**src/rtl/tug_of_war_pkg.sv**
```systemverilog
// Shared types for the tug-of-war round controller: controller states and
// the winner encodings driven onto the display.
package tug_of_war_pkg;

  typedef enum logic [1:0] {
    PLAY  = 2'd0,
    POINT = 2'd1,
    OVER  = 2'd2
  } state_e;

  localparam logic [1:0] WIN_NONE  = 2'b00;
  localparam logic [1:0] WIN_LEFT  = 2'b10;
  localparam logic [1:0] WIN_RIGHT = 2'b01;

endpackage

```
**src/rtl/tug_of_war_key_press.sv**
```systemverilog
// Rising-edge detector for one player key. The history register resets high
// so a key held through reset is not seen as a fresh press.
module key_press (
  input  logic Clock,
  input  logic Reset,
  input  logic key,
  output logic press
);

  logic prev_q;

  // Key history, sampled every cycle regardless of controller state.
  always_ff @(posedge Clock or posedge Reset) begin
    if (Reset) begin
      prev_q <= 1'b1;
    end else begin
      prev_q <= key;
    end
  end

  assign press = key & ~prev_q;

endmodule

```
**src/rtl/tug_of_war_ctrl.sv**
```systemverilog
// Round controller: moves the lit position on accepted presses, scores pulls
// past either end, holds the point display, then recentres; OVER is terminal.
module tug_of_war_ctrl
  import tug_of_war_pkg::*;
#(
  parameter int NUM_LIGHTS     = 9,
  parameter int SCORE_MAX      = 7,
  parameter int RESTART_CYCLES = 4
) (
  input  logic                             Clock,
  input  logic                             Reset,
  input  logic                             L,
  input  logic                             R,
  output logic [NUM_LIGHTS-1:0]            lights,
  output logic [$clog2(SCORE_MAX+1)-1:0]   scoreL,
  output logic [$clog2(SCORE_MAX+1)-1:0]   scoreR,
  output logic [1:0]                       winner,
  output logic                             gameOver
);

  localparam int SW = $clog2(SCORE_MAX + 1);
  localparam int PW = $clog2(NUM_LIGHTS);
  localparam int CW = (RESTART_CYCLES > 1) ? $clog2(RESTART_CYCLES) : 1;
  localparam logic [PW-1:0] POS_CENTRE = PW'((NUM_LIGHTS - 1) / 2);
  localparam logic [PW-1:0] POS_LEFT   = PW'(NUM_LIGHTS - 1);
  localparam logic [CW-1:0] CNT_LAST   = CW'(RESTART_CYCLES - 1);
  localparam logic [SW-1:0] SCORE_WIN  = SW'(SCORE_MAX);
  localparam logic [NUM_LIGHTS-1:0] LIGHT_LSB = {{(NUM_LIGHTS-1){1'b0}}, 1'b1};

  logic press_l, press_r, move_l, move_r;

  state_e                  state_q, state_d;
  logic [PW-1:0]           pos_q, pos_d;
  logic [CW-1:0]           cnt_q, cnt_d;
  logic [SW-1:0]           score_l_q, score_l_d, score_r_q, score_r_d;
  logic [1:0]              winner_q, winner_d;
  logic [NUM_LIGHTS-1:0]   lights_q, lights_d;
  logic                    game_over_q, game_over_d;

  key_press u_key_l (.Clock(Clock), .Reset(Reset), .key(L), .press(press_l));
  key_press u_key_r (.Clock(Clock), .Reset(Reset), .key(R), .press(press_r));

  // A simultaneous press cancels out rather than favouring either side.
  assign move_l = press_l & ~press_r;
  assign move_r = press_r & ~press_l;

  // Next-state logic; the light bus and gameOver are derived from the next
  // state so that they come straight out of registers.
  always_comb begin
    state_d   = state_q;
    pos_d     = pos_q;
    cnt_d     = cnt_q;
    score_l_d = score_l_q;
    score_r_d = score_r_q;
    winner_d  = winner_q;
    case (state_q)
      PLAY: begin
        if (move_l) begin
          if (pos_q == POS_LEFT) begin
            score_l_d = score_l_q + SW'(1);
            winner_d  = WIN_LEFT;
            cnt_d     = '0;
            state_d   = (score_l_d == SCORE_WIN) ? OVER : POINT;
          end else begin
            pos_d = pos_q + PW'(1);
          end
        end else if (move_r) begin
          if (pos_q == '0) begin
            score_r_d = score_r_q + SW'(1);
            winner_d  = WIN_RIGHT;
            cnt_d     = '0;
            state_d   = (score_r_d == SCORE_WIN) ? OVER : POINT;
          end else begin
            pos_d = pos_q - PW'(1);
          end
        end else begin
          pos_d = pos_q;
        end
      end
      POINT: begin
        if (cnt_q == CNT_LAST) begin
          pos_d    = POS_CENTRE;
          winner_d = WIN_NONE;
          cnt_d    = '0;
          state_d  = PLAY;
        end else begin
          cnt_d = cnt_q + CW'(1);
        end
      end
      OVER: begin
        state_d = OVER;
      end
      default: begin
        state_d = PLAY;
        pos_d   = POS_CENTRE;
      end
    endcase
    lights_d    = (state_d == PLAY) ? (LIGHT_LSB << pos_d) : '0;
    game_over_d = (state_d == OVER);
  end

  // Controller state and registered outputs.
  always_ff @(posedge Clock or posedge Reset) begin
    if (Reset) begin
      state_q     <= PLAY;
      pos_q       <= POS_CENTRE;
      cnt_q       <= '0;
      score_l_q   <= '0;
      score_r_q   <= '0;
      winner_q    <= WIN_NONE;
      lights_q    <= LIGHT_LSB << POS_CENTRE;
      game_over_q <= 1'b0;
    end else begin
      state_q     <= state_d;
      pos_q       <= pos_d;
      cnt_q       <= cnt_d;
      score_l_q   <= score_l_d;
      score_r_q   <= score_r_d;
      winner_q    <= winner_d;
      lights_q    <= lights_d;
      game_over_q <= game_over_d;
    end
  end

  assign lights   = lights_q;
  assign scoreL   = score_l_q;
  assign scoreR   = score_r_q;
  assign winner   = winner_q;
  assign gameOver = game_over_q;

endmodule

```
**config.mk**
```make
export PLATFORM = sky130hd
export DESIGN_NAME = tug_of_war_ctrl
export DESIGN_NICKNAME = d
export VERILOG_FILES = /design/src/rtl/tug_of_war_pkg.sv /design/src/rtl/tug_of_war_key_press.sv /design/src/rtl/tug_of_war_ctrl.sv
export SDC_FILE = /design/constraint.sdc
export NUM_CORES = 1
export LEC_CHECK = 0
export BUFFER_PORTS_ARGS = -buffer_cell sky130_fd_sc_hd__buf_2
export CAP_MARGIN = 15
export CELL_PAD_IN_SITES_DETAIL_PLACEMENT = 1
export CELL_PAD_IN_SITES_GLOBAL_PLACEMENT = 1
export CORE_UTILIZATION = 45
export CTS_CLUSTER_SIZE = 25
export DETAILED_ROUTE_END_ITERATION = 16
export PLACE_DENSITY_LB_ADDON = 0.1
export SLEW_MARGIN = 20
export SYNTH_ARGS = -nofsm -noshare
export SYNTH_HDL_FRONTEND = slang
export SYNTH_SLANG_ARGS = --single-unit
```
**constraint.sdc**
```tcl
create_clock -name Clock -period 6.1 [get_ports Clock]
set_clock_uncertainty 0.15 [all_clocks]
set_input_delay 0.305 -clock Clock [delete_from_list [all_inputs] [get_ports Clock]]
set_output_delay 0.305 -clock Clock [all_outputs]
set_load 0.02 [all_outputs]
```
==> out/results.tsv, run 1 <==
stage	metric	value	unit
synthesis	mappedNetlistNets	170	
detailed_routing	post_drt_wl_per_cell	16.91	um
global_route	grt.total_usage	0.2311	
pwr	power_density	477.2	nW/um^2
clocking	cts.sinks	28	
synthesis	synth_warnings	0	
synthesis	ys_seq_area_frac	0.4441	
floorplanning	rows	21	
min_path	holdCritPathClass	reg -> reg	
sta	fin_tns_setup	0	ns
sta	final_hold_viol_count	0	
cells_and_area	areaGrowthSynthToFinish	12.91	%
worst_setup_path	end_kind	flip-flop	
synthesis	netlist_area	1589	um^2
worst_setup_path	worstSetupPathType	in -> reg	
clocking	postCtsHoldBufs	2	
floorplanning	io_pins	22	
detailed_routing	drt-total-wl	3.771	mm
global_route	grt_overflow_total	0	
clocking	post_cts_buffers	0	
floorplanning	start_util	0.4725	
global_route	grt_max_degree	29	
placed_design	dpl-instance-area	1712	um^2
run_status	status	finished, final reports clean	
clocking	cts_buffers	3	
global_route	grt_pass1_wl	6.223	mm
synthesis	synth_area_leaders	dfrtp_1 (38%), ha_1 (7.9%), dfstp_2 (6.6%), nand2_1 (3.3%), nand2b_1 (3.1%)	
synthesis	synth.top_cell.area_share	0.3780	
worst_setup_path	arrival	3.03	ns
clocking	clock_latency	0.36	ns
pwr	p_clk_frac	0.150	
detailed_routing	dr_wl_met3	105	um
worst_setup_path	critPathRequiredTime	6.24	ns
pwr	worst_ir_drop_vdd	0.0002048	V
sta	fmax	345.4	MHz
synthesis	synth_cell_types	52	
synthesis	syn_inst	156	
cells_and_area	fin_area	1794	um^2
synthesis	syn_avg_cell_area	10.19	um^2
placed_design	post-place-ws	3.319	ns
pwr	internal-power	0.4791	mW
detailed_routing	vias	1247	
cells_and_area	fill_cells	400	
sta	relSlewSlack	0.6048	
placed_design	gp_congestion	0.9060	
synthesis	synth_seq_cells	28	
floorplanning	die_h	61.43	um
detailed_routing	wl_met1	1.634	mm
clocking	cts_resized	0	
clocking	cts_tree	yes	
detailed_routing	final_antenna_net_count	0	
placed_design	numPortBuffers	21	
synthesis	synth_flop_cell	dfrtp_1	
run	drv_cap	0	
pwr	combinationalPowerShare	0.482	
sta	setup_violations	0	
clocking	htreeDepth	1	
cells_and_area	final_nets	192	
floorplanning	core_area	3363	um^2
detailed_routing	drc	0	
clocking	clk_path_buf_depth	2	
floorplanning	die_w	61.43	um
placed_design	hpwl	2.728	mm
pwr	p_leak	0.8678	nW
synthesis	async_flop_share	1.000	
sta	timing.final.ws_setup	3.205	ns
detailed_routing	first_pass_iters	4	
synthesis	synth-edff-count	0	
detailed_routing	drtIter0Drc	93	
cells_and_area	antenna_cells	0	
detailed_routing	top_layer	met4	
sta	rsz0062_at_grt	false	
pwr	swShare	0.4405	
sta	post-route-period-util	0.4746	
cells_and_area	layout-drive-gt1-share	0.2429	
pwr	power_frac_seq	0.368	
floorplanning	dieArea	3773	um^2
pwr	switchingPower	0.3772	mW
cells_and_area	regArea	705.7	um^2
sta	period_minus_slack	2.895	ns
sta	tightest_slew	0.5920	ns
synthesis	synth_top_area_cell	dfrtp_1	
detailed_routing	dr_wl_met2	1.930	mm
global_route	antenna_found_initial	0	
cells_and_area	multiInputGateArea	805.8	um^2
worst_setup_path	cp-start-kind	input pin	
sta	slew_viol_final	0	
detailed_routing	viasPerCell	5.592	
clocking	cts.clk_slew.worst_paths	0.16	ns
clocking	clockRootBuffer	clkbuf_4	
worst_setup_path	crit_fanout	14	
global_route	grt_pass1_vias	1279	
-- critical path, stage by stage --
cell and delay (ns):
dlygate4sd3_1 0.53, buf_2 0.14, nand2b_1 0.12, inv_1 0.06, ha_1 0.34, nor2b_1 0.23
o32ai_1 0.36, mux2i_1 0.42, nand3_1 0.26, nor3b_1 0.27
-- cell usage in the layout (no fill, tap or decap), drive strengths merged, types with 3 or more instances in the layout --
cell type / count
nor3: 6
ha: 10
buf: 21
nor3b: 5
nand2b: 9
dfstp: 4
clkbuf: 3
dfrtp: 24
xnor2: 4
nand3: 4
nor2: 9
nand2: 14
a21oi: 4
o21ai: 9
dlygate4sd3: 3
inv: 10
-- kinds of logic after synthesis --
family / share of synthesized area
multiplexers: 0.006299
XOR/XNOR: 0.03307
buffers and inverters: 0.04882
flip-flops: 0.4441
adder cells (fa/ha/maj): 0.07874
AND/OR/NAND/NOR: 0.2567
AO/OA/AOI/OAI: 0.1323
-- registers in the layout (all words and copies together), names as in the netlist --
| name | count |
|---|---|
| lights | 9 |
| cnt_q | 2 |
| gameOver | 1 |
| pos_q | 4 |
| winner | 2 |
| scoreL | 3 |
| u_key_r.prev_q | 1 |
| scoreR | 3 |
| u_key_l.prev_q | 1 |
| state_q | 2 |
-- power by group through the flow --
| stage | Combinational (mW) | Sequential, mW | Clock (mW) |
|---|---|---|---|
| 6_report | 0.413 | 0.315 | 0.128 |
| 3_5_place_dp | 0.411 | 0.317 | 0 |
| 2_1_floorplan | 0.294 | 0.328 | 0 |
| 5_1_grt | 0.461 | 0.326 | 0.137 |
| 3_3_place_gp | 0.392 | 0.310 | 0 |
| 4_1_cts | 0.417 | 0.314 | 0.131 |
-- layout make-up --
| cell class | count | share of cell area |
|---|---|---|
| Inverter | 10 | 0.02092 |
| Timing Repair Buffer | 24 | 0.07531 |
| Sequential cell | 28 | 0.3933 |
| Multi-Input combinational cell | 111 | 0.4491 |
| Clock buffer | 3 | 0.01255 |
| Tap cell | 46 | 0.03208 |
| Clock inverter | 1 | 0.01674 |
-- through the flow --
step	instances	power, mW	util	hold WS, ns
floorplan	156	0.6219	-	0.1595
global placement	216	0.7021	0.5089	0.2713
detailed placement	216	0.7282	0.5089	0.2774
CTS	222	0.8624	0.5305	0.05859
global route	223	0.9242	0.5335	0.3872
finish	223	0.8563	0.5335	0.3760
-- Yosys cell counts (2+ instances only) --
master	instances
a21oi_1	4
a22oi_1	2
nor3_1	3
dfrtp_1	24
nor3b_1	2
nand4b_1	2
nor2_1	9
nor3b_2	3
inv_1	10
dfstp_2	4
clkbuf_1	2
nand2_1	14
nand3_1	4
nand2b_1	8
xor2_1	2
buf_2	2
xnor2_1	4
o21ai_0	8
nor2b_1	2
nor3_2	3
o22ai_1	2
ha_1	10
buf_4	3
-- metal layers --
layer  global-route usage  vias to the layer above
met3              0.02101                        9
met4               0.1048                        0
met5                    0                        -
met2               0.3929                       31
li1                     -                      585
met1               0.2995                      622
-- final timing paths --
path | from | cells after the start | end | slack [ns]
max | L | 10 | lights[4] | 3.21
min | cnt_q[0] | 1 | cnt_q[0] | 0.38
max reg2reg | u_key_l.prev_q | 8 | lights[4] | 3.25
min reg2reg | cnt_q[0] | 1 | cnt_q[0] | 0.38
max in group asynchronous | Reset | 3 | u_key_l.prev_q | 5.01
min in group asynchronous | Reset | 3 | scoreL[0] | 0.39
Power figures use the tool's default switching activity.
==> inputs of run 2 (changes only) <==
- CORE_UTILIZATION: 45 -> 44
- clock period: 6.1 -> 2.75 ns (I/O delays scaled with it)
==> out/results.tsv, run 2 (synthesis gave the netlist of run 1 again) <==
stage	metric	value	unit
detailed_routing	drtIter0Drc	50	
floorplanning	core_area	3390	um^2
cells_and_area	layout_common_cells	dfrtp_1 (24), buf_2 (21), nand2_1 (14)	
min_path	holdCritPathClass	in -> async	
pwr	power_density	1049	nW/um^2
pwr	p_leak	0.8930	nW
worst_setup_path	crit_fanout	11	
clocking	cts_tree	yes	
clocking	cts.sinks	28	
pwr	worst_ir_drop_vdd	0.0005809	V
pwr	combinationalPowerShare	0.504	
sta	slew_viol_final	0	
floorplanning	die_w	62.10	um
global_route	use_met2	0.3374	
global_route	grt_max_degree	29	
worst_setup_path	crit_chain	nand2b_1, inv_1, ha_1, nor2b_1, o32ai_1, mux2i_1, buf_4, buf_4, a21bo_4, nor3b_2	
placed_design	post-place-ws	0.1881	ns
worst_setup_path	max_stage_delay	0.54	ns
global_route	grt_pass1_wl	5.830	mm
detailed_routing	vias	1243	
floorplanning	rows	21	
global_route	use_met3	0.03934	
detailed_routing	viasPerCell	5.452	
cells_and_area	largest_reg_flops	9	
global_route	grt.total_usage	0.2054	
pwr	p_clk_frac	0.144	
global_route	antenna_found_initial	0	
floorplanning	start_util	0.4688	
worst_setup_path	end_kind	flip-flop	
sta	tightest_slew	0.5799	ns
floorplanning	io_pins	22	
detailed_routing	drt-total-wl	3.510	mm
sta	final_hold_viol_count	0	
global_route	grt_use_met1	0.2707	
pwr	internal-power	1.100	mW
pwr	switchingPower	0.8262	mW
cells_and_area	layout_commonest_cell	dfrtp_1	
sta	setup_violations	0	
worst_setup_path	cp_num_buf_inv	3	
placed_design	hpwl	2.621	mm
global_route	grt_busiest_layer	met2	
placed_design	gp_congestion	0.8529	
worst_setup_path	worstSetupPathType	reg -> reg	
clocking	clockRootBuffer	clkbuf_4	
sta	timing.final.ws_setup	0.1522	ns
floorplanning	die_h	62.10	um
sta	relSlewSlack	0.6128	
cells_and_area	final_nets	197	
placed_design	dp.cells	220	
clocking	htreeDepth	1	
pwr	finalPower	1.926	mW
global_route	grt_overflow_total	0	
detailed_routing	final_antenna_net_count	0	
run	drv_cap	0	
clocking	clk_path_buf_depth	2	
detailed_routing	drc	0	
cells_and_area	final_cells	228	
sta	fmax	384.9	MHz
clocking	clock_latency	0.34	ns
pwr	swShare	0.4289	
worst_setup_path	critPathRequiredTime	2.88	ns
worst_setup_path	cpMaxStageDelayCell	dfstp_2	
worst_setup_path	arrival	2.72	ns
cells_and_area	areaGrowthSynthToFinish	15.59	%
pwr	power_frac_seq	0.352	
cells_and_area	layout-drive-gt1-share	0.2692	
sta	post-route-period-util	0.9447	
clocking	cts_buffers	3	
worst_setup_path	cp_common_cell	buf_4	
clocking	cts.clk_slew.worst_paths	0.16	ns
sta	rsz0062_at_grt	false	
sta	hold_ws	0.2315	ns
detailed_routing	post_drt_wl_per_cell	15.39	um
global_route	grt_pass1_vias	1249	
worst_setup_path	cp-start-kind	flip-flop	
sta	fin_tns_setup	0	ns
run_status	status	finished, final reports clean	
floorplanning	dieArea	3856	um^2
sta	period_minus_slack	2.598	ns
cells_and_area	antenna_cells	0	
detailed_routing	first_pass_iters	3	
worst_setup_path	critical_path.top_delay_family	compound AO/OA/AOI/OAI gates	
placed_design	numPortBuffers	21	
==> run 2: cell count changes in the layout (fill, tap and decap cells not counted), sizes merged <==
| cell | previous run | this run |
|---|---|---|
| buf | 21 | 26 |
==> run 2: worst paths after layout <==
path	start	to	slack [ns]	cells past startpoint
max reg2reg	u_key_l.prev_q	lights[5]	0.15	10
min reg2reg	cnt_q[0]	cnt_q[0]	0.36	1
max in group asynchronous	Reset	u_key_l.prev_q	1.84	3
max	u_key_l.prev_q	lights[5]	0.15	10
min	Reset	scoreL[1]	0.23	3
min in group Clock	L	u_key_l.prev_q	0.29	2
==> run 2: metal layers <==
layer  up-vias  routed length, um
li1        601                  -
met1       620               1609
met2        17               1756
met3         5                 95
met4         0                 48
met5         -                  0
==> run 2: final cells by class <==
cell class | instances | area (um^2)
fillers | 383 | 1553
multi-input cells | 111 | 810.8
flip-flops and latches | 28 | 705.7
repair buffers | 29 | 172.7
well taps | 46 | 57.56
inverters | 10 | 37.54
clock inverters | 1 | 30.03
clock buffers | 3 | 22.52
==> run 2: through the flow <==
stage / instance area [um^2] / utilization
2_1_floorplan: 1589 / -
3_3_place_gp: 1742 / 0.5138
3_5_place_dp: 1742 / 0.5138
4_1_cts: 1824 / 0.5382
5_1_grt: 1837 / 0.5419
6_report: 1837 / 0.5419
==> run 2: power by group through the flow <==
stage               Clock [mW]  Sequential [mW]  Combinational [mW]
detailed placement           0            0.684               0.951
CTS                      0.283            0.677               0.959
floorplan                    0            0.728               0.651
global route             0.296            0.700                1.08
finish                   0.276            0.679               0.971
global placement             0            0.675               0.921
==> run 2: what timing repair did <==
action / CTS / global route
endpoints found under the hold margin: 26 / 0
hold buffers: 3 / 0
setup buffers: 0 / 1
setup endpoints to repair: 0 / 2
resized for setup: 0 / 1
==> run 2: tightest hold or removal path, delay by kind of cell <==
| kind | cells | cell delay, ns |
|---|---|---|
| buffers and inverters | 3 | 1.07 |
